===== config.mk =====
export PLATFORM = sky130hd
export DESIGN_NAME = uart_cmd_rx
export DESIGN_NICKNAME = d
export VERILOG_FILES = /design/src/rtl/uart_cmd_pkg.sv /design/src/rtl/uart_bit_timer.sv /design/src/rtl/uart_cmd_rx.sv
export SDC_FILE = /design/constraint.sdc
export NUM_CORES = 1
export LEC_CHECK = 0
export CAP_MARGIN = 10
export CORE_AREA = 10 10 73 75
export CTS_CLUSTER_DIAMETER = 30
export DETAILED_ROUTE_END_ITERATION = 12
export DIE_AREA = 0 0 83 85
export HOLD_SLACK_MARGIN = 0.03
export PLACE_DENSITY = 0.74
export SLEW_MARGIN = 10
export SYNTH_ARGS = -nofsm -noshare
export SYNTH_HDL_FRONTEND = slang
export SYNTH_SLANG_ARGS = --single-unit

===== constraint.sdc =====
create_clock -name clk -period 1.8 [get_ports clk]
set_input_delay 0.36 -clock clk [delete_from_list [all_inputs] [get_ports clk]]
set_output_delay 0.36 -clock clk [all_outputs]
set_load 0.01 [all_outputs]

===== src/rtl/uart_cmd_pkg.sv =====
// Purpose: shared types and command codes for the UART command receiver.
// Latency: n/a (declarations only).
// Backpressure: n/a.
package uart_cmd_pkg;

    typedef enum logic [2:0] {
        IDLE,
        START,
        DATA,
        STOP,
        WAIT_IDLE
    } rx_state_t;

    localparam logic [7:0] CMD_X0 = 8'h78;
    localparam logic [7:0] CMD_Y0 = 8'h79;
    localparam logic [7:0] CMD_Z0 = 8'h7A;
    localparam logic [7:0] CMD_X1 = 8'h58;
    localparam logic [7:0] CMD_Y1 = 8'h59;
    localparam logic [7:0] CMD_Z1 = 8'h5A;

    function automatic logic is_cmd(input logic [7:0] b);
        return (b == CMD_X0) || (b == CMD_Y0) || (b == CMD_Z0) ||
               (b == CMD_X1) || (b == CMD_Y1) || (b == CMD_Z1);
    endfunction

endpackage


===== src/rtl/uart_bit_timer.sv =====
// Purpose: bit-period counter; cleared by restart, flags the sampling point and the last cycle of a bit.
// Latency: half_tick fires HALF+SAMPLE_OFS cycles after the cycle following restart.
// Backpressure: none; free-running counter.
// Ports: clk, rst_n, restart (clear counter next edge), half_tick (sample point), div_tick (cnt == DIV-1).
module uart_bit_timer #(
    parameter int DIV        = 5208,
    parameter int SAMPLE_OFS = 0
) (
    input  logic clk,
    input  logic rst_n,
    input  logic restart,
    output logic half_tick,
    output logic div_tick
);
    import uart_cmd_pkg::*;

    localparam int HALF = DIV / 2;
    localparam int CW   = (DIV > 2) ? $clog2(DIV) : 1;

    logic [CW-1:0] cnt;

    always_ff @(posedge clk or negedge rst_n) begin
        if (!rst_n) begin
            cnt <= '0;
        end else if (restart) begin
            cnt <= '0;
        end else begin
            cnt <= cnt + CW'(1);
        end
    end

    assign half_tick = (cnt == CW'(HALF + SAMPLE_OFS));
    assign div_tick  = (cnt == CW'(DIV - 1));

endmodule


===== src/rtl/uart_cmd_rx.sv =====
// Purpose: 8N1 UART receiver with command-byte detection; UART_CMD_RX_MAJORITY_EN selects 2-of-3 bit voting.
// Latency: rx_valid/frame_err on the stop-bit sample, ~9.5 bit times after the start edge (+1 cycle with voting).
// Backpressure: none; rx_data is held until the next frame completes, pulses are single-cycle.
// Ports: clk, rst_n, uart_rx (async line) -> rx_data, rx_int, rx_valid, frame_err, cmd_hit.
module uart_cmd_rx #(
    parameter int CLK_HZ = 50000000,
    parameter int BAUD   = 9600
) (
    input  logic       clk,
    input  logic       rst_n,
    input  logic       uart_rx,
    output logic [7:0] rx_data,
    output logic       rx_int,
    output logic       rx_valid,
    output logic       frame_err,
    output logic       cmd_hit
);
    import uart_cmd_pkg::*;

    localparam int DIV = CLK_HZ / BAUD;
`ifdef UART_CMD_RX_MAJORITY_EN
    // Vote needs the sample after HALF, so the decision moves one cycle later.
    localparam int SAMPLE_OFS = 1;
`else
    localparam int SAMPLE_OFS = 0;
`endif

    logic sync1, rx_s, rx_prev;
    logic rx_bit, fall;
    logic half_tick, div_tick, restart;

    rx_state_t  state, state_n;
    logic [2:0] bit_cnt, bit_cnt_n;
    logic [7:0] shift, shift_n, data_n;
    logic       int_n, valid_n, ferr_n, hit_n;

    // Synchronizer plus one history stage for start-edge detection.
    always_ff @(posedge clk or negedge rst_n) begin
        if (!rst_n) begin
            sync1   <= 1'b1;
            rx_s    <= 1'b1;
            rx_prev <= 1'b1;
        end else begin
            sync1   <= uart_rx;
            rx_s    <= sync1;
            rx_prev <= rx_s;
        end
    end

`ifdef UART_CMD_RX_MAJORITY_EN
    // At the decision cycle hist holds the samples from HALF-1 and HALF.
    logic [1:0] hist;
    always_ff @(posedge clk or negedge rst_n) begin
        if (!rst_n) begin
            hist <= 2'b11;
        end else begin
            hist <= {hist[0], rx_s};
        end
    end
    assign rx_bit = (hist[1] & hist[0]) | (hist[1] & rx_s) | (hist[0] & rx_s);
`else
    assign rx_bit = rx_s;
`endif

    assign fall = rx_prev & ~rx_s;

    uart_bit_timer #(
        .DIV        (DIV),
        .SAMPLE_OFS (SAMPLE_OFS)
    ) u_timer (
        .clk       (clk),
        .rst_n     (rst_n),
        .restart   (restart),
        .half_tick (half_tick),
        .div_tick  (div_tick)
    );

    always_comb begin
        state_n   = state;
        bit_cnt_n = bit_cnt;
        shift_n   = shift;
        data_n    = rx_data;
        int_n     = rx_int;
        valid_n   = 1'b0;
        ferr_n    = 1'b0;
        hit_n     = 1'b0;
        // Wrapping on div_tick keeps successive sample points exactly DIV apart.
        restart   = div_tick;
        unique case (state)
            IDLE: begin
                if (fall) begin
                    state_n   = START;
                    bit_cnt_n = 3'd0;
                    restart   = 1'b1;
                end
            end
            START: begin
                if (half_tick) begin
                    if (!rx_bit) begin
                        state_n = DATA;
                        int_n   = 1'b1;
                    end else begin
                        state_n = IDLE;
                    end
                end
            end
            DATA: begin
                if (half_tick) begin
                    shift_n   = {rx_bit, shift[7:1]};
                    bit_cnt_n = bit_cnt + 3'd1;
                    if (bit_cnt == 3'd7) begin
                        state_n = STOP;
                    end
                end
            end
            STOP: begin
                if (half_tick) begin
                    int_n = 1'b0;
                    if (rx_bit) begin
                        data_n  = shift;
                        valid_n = 1'b1;
                        hit_n   = is_cmd(shift);
                        state_n = IDLE;
                    end else begin
                        data_n  = 8'h00;
                        ferr_n  = 1'b1;
                        state_n = WAIT_IDLE;
                    end
                end
            end
            WAIT_IDLE: begin
                // A line stuck low must not look like a new start edge.
                if (rx_s) begin
                    state_n = IDLE;
                end
            end
            default: state_n = IDLE;
        endcase
    end

    always_ff @(posedge clk or negedge rst_n) begin
        if (!rst_n) begin
            state     <= IDLE;
            bit_cnt   <= 3'd0;
            shift     <= 8'h00;
            rx_data   <= 8'h00;
            rx_int    <= 1'b0;
            rx_valid  <= 1'b0;
            frame_err <= 1'b0;
            cmd_hit   <= 1'b0;
        end else begin
            state     <= state_n;
            bit_cnt   <= bit_cnt_n;
            shift     <= shift_n;
            rx_data   <= data_n;
            rx_int    <= int_n;
            rx_valid  <= valid_n;
            frame_err <= ferr_n;
            cmd_hit   <= hit_n;
        end
    end

endmodule


==> results.json, run 1 <==
{
  "htree_levels": 2,
  "crit_slowest_cell": "dfrtp_1",
  "muxShareOfSynthArea_pct": 12.1,
  "gp_congestion": 0.900,
  "worst-setup-path-type": "reg -> reg",
  "worst-r2r-setup-slack_ps": -100,
  "dp_hpwl_mm": 2.80,
  "synth_simple_gate_area_share_pct": 20.8,
  "rsz0062_at_grt": "true",
  "cts_made_buffers": 5,
  "fin_util_pct": 65.8,
  "clk_path_buf_depth": 2,
  "seq_power_share_pct": 50.1,
  "hold_buffers": 0,
  "yosys.area.top_type": "dfrtp_1",
  "period_needed_ps": 1900,
  "grt_max_degree": 43,
  "comb_power_share_pct": 22.6,
  "netlist_instances": 176,
  "ys_types": 36,
  "synth.area.top_cells": "dfrtp_1, mux2i_1, mux2_4, nor2_1, dfstp_2",
  "die_h_um": 85,
  "maxSlewViolCount": 0,
  "synth-seq-area-share_pct": 53.0,
  "clkTransAtPathRegs_ps": 80,
  "status": "complete, but fails checks",
  "worst_ep_arrival_time_ps": 2070,
  "syn_nets": 183,
  "grt_pass1_wl_mm": 6.81,
  "antenna_found_initial": 0,
  "first_pass_iters": 4,
  "area_delta_synth_final_pct": 29.4,
  "synth_ff_type": "dfrtp_1",
  "period_share_pct": 105,
  "hold_viol": 0,
  "reg2reg_to": "shift[0]",
  "place_area_um2": 2370,
  "drive_gt1_share_pct": 29.5,
  "ant_nets": 0,
  "syn_area_per_cell_um2": 11.3,
  "grt-ovfl-total": 0,
  "pin_count": 15,
  "fin_area_um2": 2570,
  "nFillCells": 308,
  "synth_compound_area_share_pct": 1.89,
  "max_stage_delay_ps": 400,
  "viasPerCell": 4.98,
  "worst_slew_pin_slew_ps": 326,
  "fmax_mhz": 528,
  "setup_violations": 11,
  "grt_pass1_vias": 1497,
  "yosysWarnings": 0,
  "crit_path_max_fanout": 4,
  "cts_tree": "yes",
  "hold_path_class": "in -> async",
  "rows": 23,
  "hold_slack_ps": 38.8,
  "io_buffers": 14,
  "die_area_um2": 7060,
  "cap_viol_max_count": 0,
  "cp-end-kind": "flop",
  "max-vdd-ir-drop_mv": 0.598,
  "clock-sinks": 42,
  "worst_slack_ps": -95.1,
  "clk_latency_ps": 290,
  "violations": "negative setup slack",
  "async_reset_ff_share_pct": 100,
  "clockRootBuffer": "clkbuf_8",
  "netlist.area_leader.share_pct": 49.1,
  "synth_fa_ha_area_share_pct": 2.52,
  "slew-limit-headroom_pct": 78.1,
  "core_um2": 3910,
  "insertedDiodeCount": 0,
  "netlist_area_um2": 1990,
  "cp_data_required_time_ps": 1980,
  "finalNetCount": 233,
  "p_int_uw": 1550,
  "cellPowerDensity_nw_per_um2": 839,
  "crit_path_start_kind": "flop",
  "post-route-drc-count": 0,
  "p_leak_uw": 0.00114,
  "synth_top_family_by_area": "simple AND/OR/NAND/NOR gates",
  "wl_mm": 3.97,
  "start_util_pct": 50.8,
  "worstRegToRegCells": 7,
  "swShare_pct": 28.4,
  "wl_per_cell_um": 14.3,
  "reg2reg_from": "u_timer.cnt[0]",
  "grtUsageTotal_pct": 11.4,
  "postSynthRegisterBits": 42,
  "cp_cell_sequence": "inv_1 > ha_2 > nand4bb_4 > nor4_4 > and4bb_2 > clkbuf_16 > mux2_4",
  "die_w_um": 83,
  "drt_iter0_markers": 77,
  "clkPwrFrac_pct": 27.4,
  "finClkSkew_ps": 7.90,
  "synth-xor-area-share_pct": 4.84,
  "power_switching_uw": 613,
  "synth_enable_flop_cells": 0,
  "vias": 1379
}
==> layout by cell type, fill, tap and decap left out, types with 2 or more instances in the layout <==
cell	instances
a21oi_1	2
nand2_1	17
nor4_4	2
mux2_4	8
inv_1	16
dfstp_2	3
clkdlybuf4s50_1	13
nor3_1	4
buf_12	2
nand3_1	6
mux2i_1	12
clkbuf_8	5
or3b_4	2
nor2_1	26
buf_6	3
xor2_1	2
ha_1	3
xnor2_1	9
buf_4	28
dfrtp_1	39
nand4_1	2
==> per-stage QoR <==
stage          setup slack, ps  total power (µW)  setup TNS, ps  std cells
2_1_floorplan            -31.9              1360           -255        176
3_3_place_gp             -31.6              1530           -245        259
3_5_place_dp             -73.5              1550           -596        259
4_1_cts                  -68.4              2160           -547        272
5_1_grt                   -169              2310          -2590        277
6_report                 -95.1              2160           -669        277
==> cells in the mapped netlist (all sizes together), types with 3 or more instances <==
cell type / n
xnor2: 9
inv: 16
nor3: 4
nand3: 7
mux2i: 12
dfrtp: 39
buf: 3
nor4: 4
nand2: 17
nor2: 26
mux2: 8
or3b: 3
ha: 4
dfstp: 3
==> timing repair <==
item,in CTS,in global routing
endpoints found under the setup margin,14,22
resized for setup,0,7
cloned,0,1
pin swaps,1,4
buffers inserted,5,4
==> worst max-delay path: cells and delay by family (launching register included) <==
kind	cells	cell delay (ps)
fa+ha+maj	1	180
flops	1	400
simple gates	3	690
mux	1	290
buf+inv	2	230
==> area by class of cell <==
| cell class | count | area (µm²) | share of cell area [%] |
|---|---|---|---|
| flip-flops and latches | 42 | 1050 | 41.0 |
| multi-input cells | 113 | 863 | 33.5 |
| repair buffers | 48 | 444 | 17.2 |
| clock buffers | 5 | 68.8 | 2.67 |
| well taps | 50 | 62.6 | 2.43 |
| inverters | 16 | 60.1 | 2.33 |
| clock inverters | 3 | 21.3 | 0.826 |
==> power groups by stage <==
stage,clock network [µW],logic (µW),registers (µW)
after global placement,0,434,1090
after floorplan,0,242,1110
after CTS,613,468,1080
final,591,487,1080
after detailed placement,0,453,1100
after global routing,667,548,1090
==> per-layer routing <==
layer	track usage, %	routed length, µm
met5	0	0
met4	3.72	22
met3	3.92	143
met2	19.7	2030
met1	13.0	1780
==> cell families after synthesis <==
logic type                 count (synthesis)
and+or+nand+nor                           73
DFF                                       42
buffers and inverters                     21
muxes                                     20
xor gates and xnor gates                  11
AOI/OAI and AO/OA                          5
adders and majority gates                  4
==> worst max path at each step <==
stage / from / endpoint / slack, ps / cells past startpoint
global placement: u_timer.cnt[1] / shift[5] / -30 / 7
CTS: u_timer.cnt[1] / shift[4] / -70 / 7
floorplan: u_timer.cnt[0] / shift[0] / -30 / 7
detailed placement: u_timer.cnt[1] / shift[4] / -70 / 7
global route: u_timer.cnt[0] / shift[0] / -170 / 7
finish: u_timer.cnt[0] / shift[0] / -100 / 7
==> flip-flops by register name, indices dropped and copies added (netlist names) <==
signal and flops:
frame_err 1, u_timer.cnt 13, cmd_hit 1, bit_cnt 3, rx_prev 1, rx_bit 1, state 3, rx_valid 1
shift 8, rx_data 8, rx_int 1, sync1 1
Note: power is estimated with default switching activity, not from simulation.
==> run 2, diff against run 1 <==
CORE_AREA = 10 10 99 101   (was 10 10 73 75)
DIE_AREA = 0 0 109 111   (was 0 0 83 85)
PLACE_DENSITY = not set   (was 0.74)
==> run 2 against run 1 <==
Against the previous run: combinational power decreased by 6.0%; clock skew about the same; largest power group unchanged; the flow still finishes with violations (negative setup slack); via count is 2.4% lower.
==> results.json, run 2 (synthesis results as in run 1) <==
{
  "rsz0062_at_grt": "true",
  "clock-sinks": 42,
  "crit_path_max_fanout": 9,
  "worst_slack_ps": -72.3,
  "cap_viol_max_count": 0,
  "vias": 1346,
  "pin_count": 15,
  "clk_path_buf_depth": 2,
  "period_share_pct": 104,
  "dp_hpwl_mm": 2.69,
  "fin_cells": 325,
  "clockRootBuffer": "clkbuf_8",
  "finClkSkew_ps": 7.85,
  "cp_data_required_time_ps": 1980,
  "worst-r2r-setup-slack_ps": -70,
  "dp_cells": 313,
  "hold_slack_ps": 30.3,
  "drive_gt1_share_pct": 26.8,
  "max_flop_register": "u_timer.cnt",
  "start_util_pct": 25.0,
  "setup_violations": 12,
  "worst_slew_pin_slew_ps": 422,
  "period_needed_ps": 1870,
  "wl_mm": 3.68,
  "worst-setup-path-type": "reg -> reg",
  "grt_pass1_vias": 1482,
  "grt_max_degree": 43,
  "most-common-layout-cells": "dfrtp_1, nor2_1, buf_4",
  "first_pass_iters": 4,
  "cts_tree": "yes",
  "post-route-drc-count": 0,
  "cp_cell_sequence": "or3b_4 > nor4_4 > and4bb_1 > buf_12 > mux2_4",
  "worstRegToRegCells": 5,
  "largest_register_ffs": 13,
  "viasPerCell": 4.14,
  "p_leak_uw": 0.00111,
  "hold_path_class": "in -> async",
  "maxSlewViolCount": 0,
  "area_delta_synth_final_pct": 30.6,
  "gp_congestion": 0.757,
  "hold_viol": 0,
  "clkTransAtPathRegs_ps": 80,
  "status": "complete, but fails checks",
  "violations": "negative setup slack",
  "die_area_um2": 12100,
  "fmax_mhz": 534,
  "worstSetupStartpoint": "u_timer.cnt[6]",
  "dp_slack_ps": -82.9,
  "total_power_uw": 2270,
  "slew-limit-headroom_pct": 71.6,
  "finalNetCount": 226,
  "ant_nets": 0,
  "nFillCells": 810,
  "hold_buffers": 0,
  "reg2reg_to": "shift[3]",
  "critPathBufInv": 1,
  "worst_ep_arrival_time_ps": 2050,
  "top_regs": "u_timer.cnt: 13 flops, rx_data: 8 flops, shift: 8 flops",
  "wl_per_cell_um": 11.3,
  "max_stage_delay_ps": 410,
  "reg2reg_from": "u_timer.cnt[6]",
  "antenna_found_initial": 0,
  "drt_iter0_markers": 29,
  "die_h_um": 111,
  "layout_commonest_cell": "dfrtp_1",
  "die_w_um": 109,
  "cellPowerDensity_nw_per_um2": 875,
  "io_buffers": 14,
  "crit_slowest_cell": "or3b_4",
  "rows": 33,
  "core_um2": 7970,
  "crit_family": "simple AND/OR/NAND/NOR gates",
  "cts_made_buffers": 5,
  "grtUsageTotal_pct": 6.55,
  "max-vdd-ir-drop_mv": 0.379,
  "insertedDiodeCount": 0,
  "htree_levels": 2,
  "grt-ovfl-total": 0,
  "grt_pass1_wl_mm": 6.63,
  "crit_path_start_kind": "flop",
  "cp-end-kind": "flop",
  "clk_latency_ps": 290
}
-- run 2: stage by stage --
stage | cell area, µm² | setup TNS (ps) | util, %
5_1_grt | 2600 | -2680 | 32.6
4_1_cts | 2580 | -730 | 32.4
3_5_place_dp | 2450 | -656 | 30.7
2_1_floorplan | 2010 | -255 | -
3_3_place_gp | 2450 | -288 | 30.7
6_report | 2600 | -600 | 32.6
-- run 2: worst max-delay path by stage --
stage | endpoint | cells past startpoint
after floorplan | shift[0] | 7
after global placement | shift[5] | 7
after detailed placement | shift[3] | 7
after CTS | shift[3] | 5
after global routing | shift[2] | 5
final | shift[3] | 5
-- run 2: metal layers --
metal  global-route usage [%]  up-vias  wire length [µm]
li1                         -      674                 -
met1                     7.73      651              1630
met2                     10.9       17              1810
met3                     2.33        4               216
met4                     1.58        0                19
met5                        0        -                 0
-- run 2: area by class of cell --
class | count | area, µm² | share of cell area [%]
multi-input combinational | 113 | 867 | 33.4
timing repair buffer | 41 | 375 | 14.4
tap | 105 | 131 | 5.06
inverter | 16 | 60.1 | 2.31
clock buffer | 6 | 72.6 | 2.79
sequential | 42 | 1050 | 40.6
clock inverter | 2 | 37.5 | 1.44
-- run 2: timing repair --
action / 4_1_cts / 5_1_grt
cloned: 0 / 0
buffers inserted: 3 / 1
pin swaps: 4 / 1
resized for setup: 2 / 2
setup endpoints to repair: 10 / 20
-- run 2: power by group --
group          total, µW  internal (µW)  switching (µW)
registers           1080           1020            53.4
logic                458            229             229
clock network        738            414             324
